===== config.mk =====
export PLATFORM = sky130hd
export DESIGN_NAME = pic24_readback_buf_flat
export DESIGN_NICKNAME = d
export VERILOG_FILES = /design/src/rtl/pic24_readback_buf_if.sv /design/src/rtl/pic24_readback_buf.sv /design/src/flat_wrapper.sv
export SDC_FILE = /design/constraint.sdc
export NUM_CORES = 1
export LEC_CHECK = 0
export ABC_CLOCK_PERIOD_IN_PS = 3100
export CAP_MARGIN = 20
export CORE_MARGIN = 3
export CORE_UTILIZATION = 40
export CTS_CLUSTER_SIZE = 16
export DETAILED_ROUTE_END_ITERATION = 16
export GPL_ROUTABILITY_DRIVEN = 0
export HOLD_SLACK_MARGIN = 0.12
export PLACE_DENSITY = 0.67
export SETUP_SLACK_MARGIN = 0.1
export SLEW_MARGIN = 20
export SYNTH_ARGS = -nofsm -noshare
export SYNTH_HDL_FRONTEND = slang
export SYNTH_SLANG_ARGS = --single-unit

===== constraint.sdc =====
create_clock -name clk -period 3.1 [get_ports clk]
set_input_delay 0.62 -clock clk [delete_from_list [all_inputs] [get_ports clk]]
set_output_delay 0.62 -clock clk [all_outputs]
set_load 0.005 [all_outputs]

===== src/rtl/pic24_readback_buf_if.sv =====
// Readback buffer bus: programmer word input, byte-wide sink handshake,
// and FIFO status/overflow control. The slave modport is the buffer side.
interface pic24_readback_buf_if #(
  parameter int DEPTH_LOG2 = 4
);
  logic                  dvalid;
  logic [15:0]           din;
  logic [7:0]            tx_data;
  logic                  tx_valid;
  logic                  tx_ready;
  logic [DEPTH_LOG2:0]   count;
  logic                  empty;
  logic                  full;
  logic                  overflow;
  logic                  clr_ovf;

  modport slave (
    input  dvalid, din, tx_ready, clr_ovf,
    output tx_data, tx_valid, count, empty, full, overflow
  );

  modport master (
    output dvalid, din, tx_ready, clr_ovf,
    input  tx_data, tx_valid, count, empty, full, overflow
  );
endinterface


===== src/rtl/pic24_readback_buf.sv =====
// PIC24 readback buffer: FIFOs 16-bit readback words and serializes each
// as low byte then high byte to a valid/ready byte sink.
// Optional macro PIC24_RB_SYNC_EN prefixes every word with SYNC_BYTE.
//
// state | meaning
// IDLE  | nothing held, tx_valid low
// SYNC  | presenting SYNC_BYTE for the held word (PIC24_RB_SYNC_EN only)
// LO    | presenting hold[7:0]
// HI    | presenting hold[15:8]; next word popped on accept if available
module pic24_readback_buf #(
  parameter int         DEPTH_LOG2 = 4,
  parameter logic [7:0] SYNC_BYTE  = 8'hA5
) (
  input logic                 clk,
  input logic                 rst,
  pic24_readback_buf_if.slave bus
);
  localparam int DEPTH = 1 << DEPTH_LOG2;

  typedef enum logic [1:0] {IDLE, SYNC, LO, HI} state_t;

`ifdef PIC24_RB_SYNC_EN
  localparam state_t FIRST = SYNC;
`else
  localparam state_t FIRST = LO;
  logic [7:0] unused_sync_byte;
  assign unused_sync_byte = SYNC_BYTE;
`endif

  state_t state, state_nxt;

  logic [15:0]           mem [DEPTH];
  logic [DEPTH_LOG2-1:0] wr_ptr, rd_ptr;
  logic [DEPTH_LOG2:0]   count;
  logic [15:0]           hold;
  logic                  overflow;
  logic                  empty, full;
  logic                  wr_en, drop, pop;

  // full/empty come from the registered count, so a write while full is
  // dropped even if a pop frees a slot on the same edge
  assign empty = (count == '0);
  assign full  = (count == (DEPTH_LOG2+1)'(DEPTH));
  assign wr_en = bus.dvalid && !full;
  assign drop  = bus.dvalid && full;
  assign pop   = !empty && ((state == IDLE) || (state == HI && bus.tx_ready));

  // FIFO storage write; contents need no reset since count guards reads
  always_ff @(posedge clk) begin
    if (wr_en) mem[wr_ptr] <= bus.din;
  end

  // FIFO pointers, occupancy and sticky overflow (set beats clear)
  always_ff @(posedge clk) begin
    if (rst) begin
      wr_ptr   <= '0;
      rd_ptr   <= '0;
      count    <= '0;
      overflow <= 1'b0;
    end else begin
      if (wr_en) wr_ptr <= wr_ptr + 1'b1;
      if (pop)   rd_ptr <= rd_ptr + 1'b1;
      case ({wr_en, pop})
        2'b10:   count <= count + 1'b1;
        2'b01:   count <= count - 1'b1;
        default: count <= count;
      endcase
      if (drop)             overflow <= 1'b1;
      else if (bus.clr_ovf) overflow <= 1'b0;
    end
  end

  // FSM state and hold register; reset abandons any held word
  always_ff @(posedge clk) begin
    if (rst) begin
      state <= IDLE;
      hold  <= '0;
    end else begin
      state <= state_nxt;
      if (pop) hold <= mem[rd_ptr];
    end
  end

  // next-state: advance one byte per accepted handshake
  always_comb begin
    state_nxt = state;
    case (state)
      IDLE: if (!empty) state_nxt = FIRST;
      SYNC: if (bus.tx_ready) state_nxt = LO;
      LO:   if (bus.tx_ready) state_nxt = HI;
      HI:   if (bus.tx_ready) state_nxt = empty ? IDLE : FIRST;
      default: state_nxt = IDLE;
    endcase
  end

  // outputs: byte select from state and hold register
  always_comb begin
    bus.tx_valid = 1'b0;
    bus.tx_data  = 8'h00;
    case (state)
`ifdef PIC24_RB_SYNC_EN
      SYNC: begin bus.tx_valid = 1'b1; bus.tx_data = SYNC_BYTE;  end
`endif
      LO:   begin bus.tx_valid = 1'b1; bus.tx_data = hold[7:0];  end
      HI:   begin bus.tx_valid = 1'b1; bus.tx_data = hold[15:8]; end
      default: ;
    endcase
    bus.count    = count;
    bus.empty    = empty;
    bus.full     = full;
    bus.overflow = overflow;
  end
endmodule


===== src/flat_wrapper.sv =====
// flat-port wrapper written by rule: the top's interface ports become plain ports
module pic24_readback_buf_flat 
#(
  parameter int         DEPTH_LOG2 = 4,
  parameter logic [7:0] SYNC_BYTE  = 8'hA5
)
  (clk, rst, bus_dvalid, bus_din, bus_tx_ready, bus_clr_ovf, bus_tx_data, bus_tx_valid, bus_count, bus_empty, bus_full, bus_overflow);
  pic24_readback_buf_if #(.DEPTH_LOG2(DEPTH_LOG2)) bus_i ();
  input logic clk;
  input logic rst;
  input wire logic [$bits(bus_i.dvalid)-1:0] bus_dvalid;
  input wire logic [$bits(bus_i.din)-1:0] bus_din;
  input wire logic [$bits(bus_i.tx_ready)-1:0] bus_tx_ready;
  input wire logic [$bits(bus_i.clr_ovf)-1:0] bus_clr_ovf;
  output wire logic [$bits(bus_i.tx_data)-1:0] bus_tx_data;
  output wire logic [$bits(bus_i.tx_valid)-1:0] bus_tx_valid;
  output wire logic [$bits(bus_i.count)-1:0] bus_count;
  output wire logic [$bits(bus_i.empty)-1:0] bus_empty;
  output wire logic [$bits(bus_i.full)-1:0] bus_full;
  output wire logic [$bits(bus_i.overflow)-1:0] bus_overflow;
  assign bus_i.dvalid = bus_dvalid;
  assign bus_i.din = bus_din;
  assign bus_i.tx_ready = bus_tx_ready;
  assign bus_i.clr_ovf = bus_clr_ovf;
  assign bus_tx_data = bus_i.tx_data;
  assign bus_tx_valid = bus_i.tx_valid;
  assign bus_count = bus_i.count;
  assign bus_empty = bus_i.empty;
  assign bus_full = bus_i.full;
  assign bus_overflow = bus_i.overflow;
  pic24_readback_buf #(.DEPTH_LOG2(DEPTH_LOG2), .SYNC_BYTE(SYNC_BYTE)) u_core (.clk(clk), .rst(rst), .bus(bus_i));
endmodule

==> results.cfg <==
[run_status]
outcome = finished, final reports clean

[grt]
track_usage = 0.1587
grt_antenna_before_repair = 0
grt_max_degree = 36
grt_pass1_vias = 6098
grt_overflow = 0
grt_pass1_wl_um = 36940

[power_and_ir_drop]
swShare = 0.2683
power_density_mw_per_mm2 = 758.7
internal-power_mw = 7.467
power_leakage_nw = 4.231
ir_worst_vdd_v = 0.0003478
p_clk_frac = 0.343
p_sw_mw = 2.738
combPwrFrac = 0.198
p_seq_frac = 0.459
finalPower_mw = 10.21

[worst_setup_path]
critPathKind = reg -> reg
reg2reg_from = u_core.bus.count[1]$_SDFFE_PP0P_
rr_worst_depth = 11
critical_path_arrival_ns = 3.21
crit_chain = nor4_4 > nand2_1 > o21ai_4 > inv_1 > ha_1 > ha_1 > nor2b_1 > o21ai_0 > a21oi_1 > or3b_1 > mux2_2
cpLargestDelayFamily = simple AND/OR/NAND/NOR gates
cpPeakStageDelay_ns = 0.36
crit_fanout = 5
cp_num_buf_inv = 1
required_ns = 3.52
start_kind = flip-flop
worst-path-stages = 11
rrSetupSlack_ns = 0.31
end_kind = flip-flop
crit_path_frequent_cell = ha_1
cp_slowest_cell = dfxtp_1
reg2reg_to = u_core.bus.count[4]$_SDFFE_PP0P_

[detailed_routing]
routedWlPerCell_um = 20.77
drt-total-wl_um = 24340
via_per_inst = 5.289
dr.pass1.iters = 5
ant_nets = 0
drc = 0
vias = 6199
drt-initial-drc-count = 434

[layout]
nets = 803
drive_above_1_share = 0.1574
num_antenna_cells = 0
multi_input_area_mm2 = 0.002814
ff_latch_area_mm2 = 0.008332
nFillCells = 2319
syn2layout_area_growth_pct = 18.63

[clocking]
cts_tree = built
clockRootBuffer = clkbuf_16
cts_buffers = 28
cts_setup_buffers = 0
clock-sinks = 288
clk_latency_ns = 0.53
cts-resized-gates = 0
cts_hold_buf = 0
clockBufferDepth = 3
cts.clk_slew.worst_paths_ns = 0.06
cts_max_level = 1

[timing]
slew_headroom = 0.5246
min_period_over_period = 0.9002
hold_viol = 0
rsz0062_at_grt = no
worst_slack_ns = 0.3092
timing.fmax_mhz = 358.3
drv_slew = 0
tightest_slew_ns = 0.7109
skew_ns = 0.004867
setup_viol = 0
period_needed_ns = 2.791

[placed_design]
dp.final_hpwl_um = 15620
portBuffers = 37
dp_slack_ns = -0.2076

[synthesis]
yosysTopAreaCellShare = 0.6780
synthArstFlopShare = 0
netlist_instances = 687
netlist-cell-type-count = 44
synth_seq_cells = 288
synthTopCellsByArea = edfxtp_1, mux2i_1, dfxtp_1
netlist_top_cells_count = edfxtp_1, mux2i_1, nor2_1, dfxtp_1, o22ai_1
syn_nets = 718
synth_top_area_cell = edfxtp_1
syn_area_mm2 = 0.01134
synth_edf_count = 256
yosysMostFrequentCell = edfxtp_1
synthFlopType = edfxtp_1
ys_seq_area_frac = 0.7345
yosysWarnings = 0
syn-mean-instance-area_um2 = 16.50

[job]
max-cap-violations = 0

[die]
die_h_um = 174.4
start_util = 0.4070
fp.coreArea_mm2 = 0.02786
ios = 38
rows = 61
die_area_mm2 = 0.03040
die_w_um = 174.4

[min_path]
hold_depth = 2
worstHoldPathType = reg -> reg
hold_path_startpoint = u_core.hold[2]$_SDFFE_PP0P_
hold-path-endpoint = u_core.hold[2]$_SDFFE_PP0P_
layout by cell type, fill, tap and decap left out, types with 8 or more instances in the layout:
master	netlist	routed
clkdlybuf4s50_1	0	37
nand2_1	11	11
nor3_1	21	17
dfxtp_1	32	31
mux2i_1	125	125
nor2_1	54	45
buf_4	4	55
o22a_1	13	13
o22ai_1	32	32
a21oi_1	8	8
edfxtp_1	256	256
ha_1	9	9
clkbuf_16	0	29
o221ai_1	13	13
nor2_2	0	9
nor4_1	16	16
inv_1	10	10
worst max-delay path by stage:
stage,start,endpoint,slack [ns]
2_1_floorplan,bus_tx_ready,u_core.bus.count[4]$_SDFFE_PP0P_,0.13
3_3_place_gp,bus_tx_ready,u_core.bus.count[4]$_SDFFE_PP0P_,-0.14
3_5_place_dp,bus_tx_ready,u_core.bus.count[4]$_SDFFE_PP0P_,-0.21
4_1_cts,u_core.bus.count[1]$_SDFFE_PP0P_,u_core.bus.count[4]$_SDFFE_PP0P_,0.30
5_1_grt,bus_tx_ready,u_core.bus.count[4]$_SDFFE_PP0P_,0.12
6_report,u_core.bus.count[1]$_SDFFE_PP0P_,u_core.bus.count[4]$_SDFFE_PP0P_,0.31
metrics by stage:
step | std cells | utilization | area, µm² | hold WS (ns) | TNS, ns
floorplan | 687 | - | 11350 | 0.4678 | 0
global placement | 1120 | 0.4481 | 12480 | 0.4827 | -0.1420
detailed placement | 1120 | 0.4481 | 12480 | 0.4818 | -0.2076
CTS | 1172 | 0.4828 | 13450 | 0.4959 | 0
global route | 1172 | 0.4828 | 13450 | 0.5169 | 0
finish | 1172 | 0.4828 | 13450 | 0.4959 | 0
layout make-up:
cell class,instances,area share
Inverter,11,0.003070
Clock buffer,34,0.05684
Multi-Input combinational cell,349,0.2092
Clock inverter,18,0.01507
Sequential cell,288,0.6194
Timing Repair Buffer,94,0.06121
Tap cell,378,0.03516
flip-flops by register name, indices dropped and copies added, names as in the netlist:
| name | flops |
|---|---|
| u_core.mem | 256 |
| u_core.hold | 16 |
| u_core.bus.count | 5 |
| u_core.rd_ptr | 4 |
| u_core.wr_ptr | 4 |
| u_core.state | 2 |
| u_core.bus.overflow | 1 |
tightest hold or removal path, delay by kind of cell, from the launching register on:
kind | cells | cell delay [ns]
flip-flops | 1 | 0.31
AND/OR/NAND/NOR | 2 | 0.14
logic make-up (layout without fill, tap and decap cells):
logic type	Yosys count	in the layout	synth area share
simple gates	124	124	0.05396
fa+ha+maj	10	10	0.01170
xor+xnor	8	8	0.006180
compound gates	75	75	0.04767
buf+inv	50	157	0.02174
mux	132	132	0.1243
flops	288	288	0.7345
per-layer routing:
metal / wire length, µm / share of wire / track usage
met3: 1330 / 0.055 / 0.02796
met2: 11510 / 0.47 / 0.2549
met4: 573 / 0.024 / 0.04390
met1: 10930 / 0.45 / 0.2243
met5: 0 / 0 / 0
power by group through the flow:
stage	Combinational (mW)	Clock (mW)	Sequential, mW
floorplan	1.27	0	4.70
global placement	1.98	0	4.76
detailed placement	2.02	0	4.77
CTS	2.03	3.56	4.69
global route	2.23	3.72	4.72
finish	2.02	3.50	4.69
No activity file was read; power rests on OpenSTA's default activity.
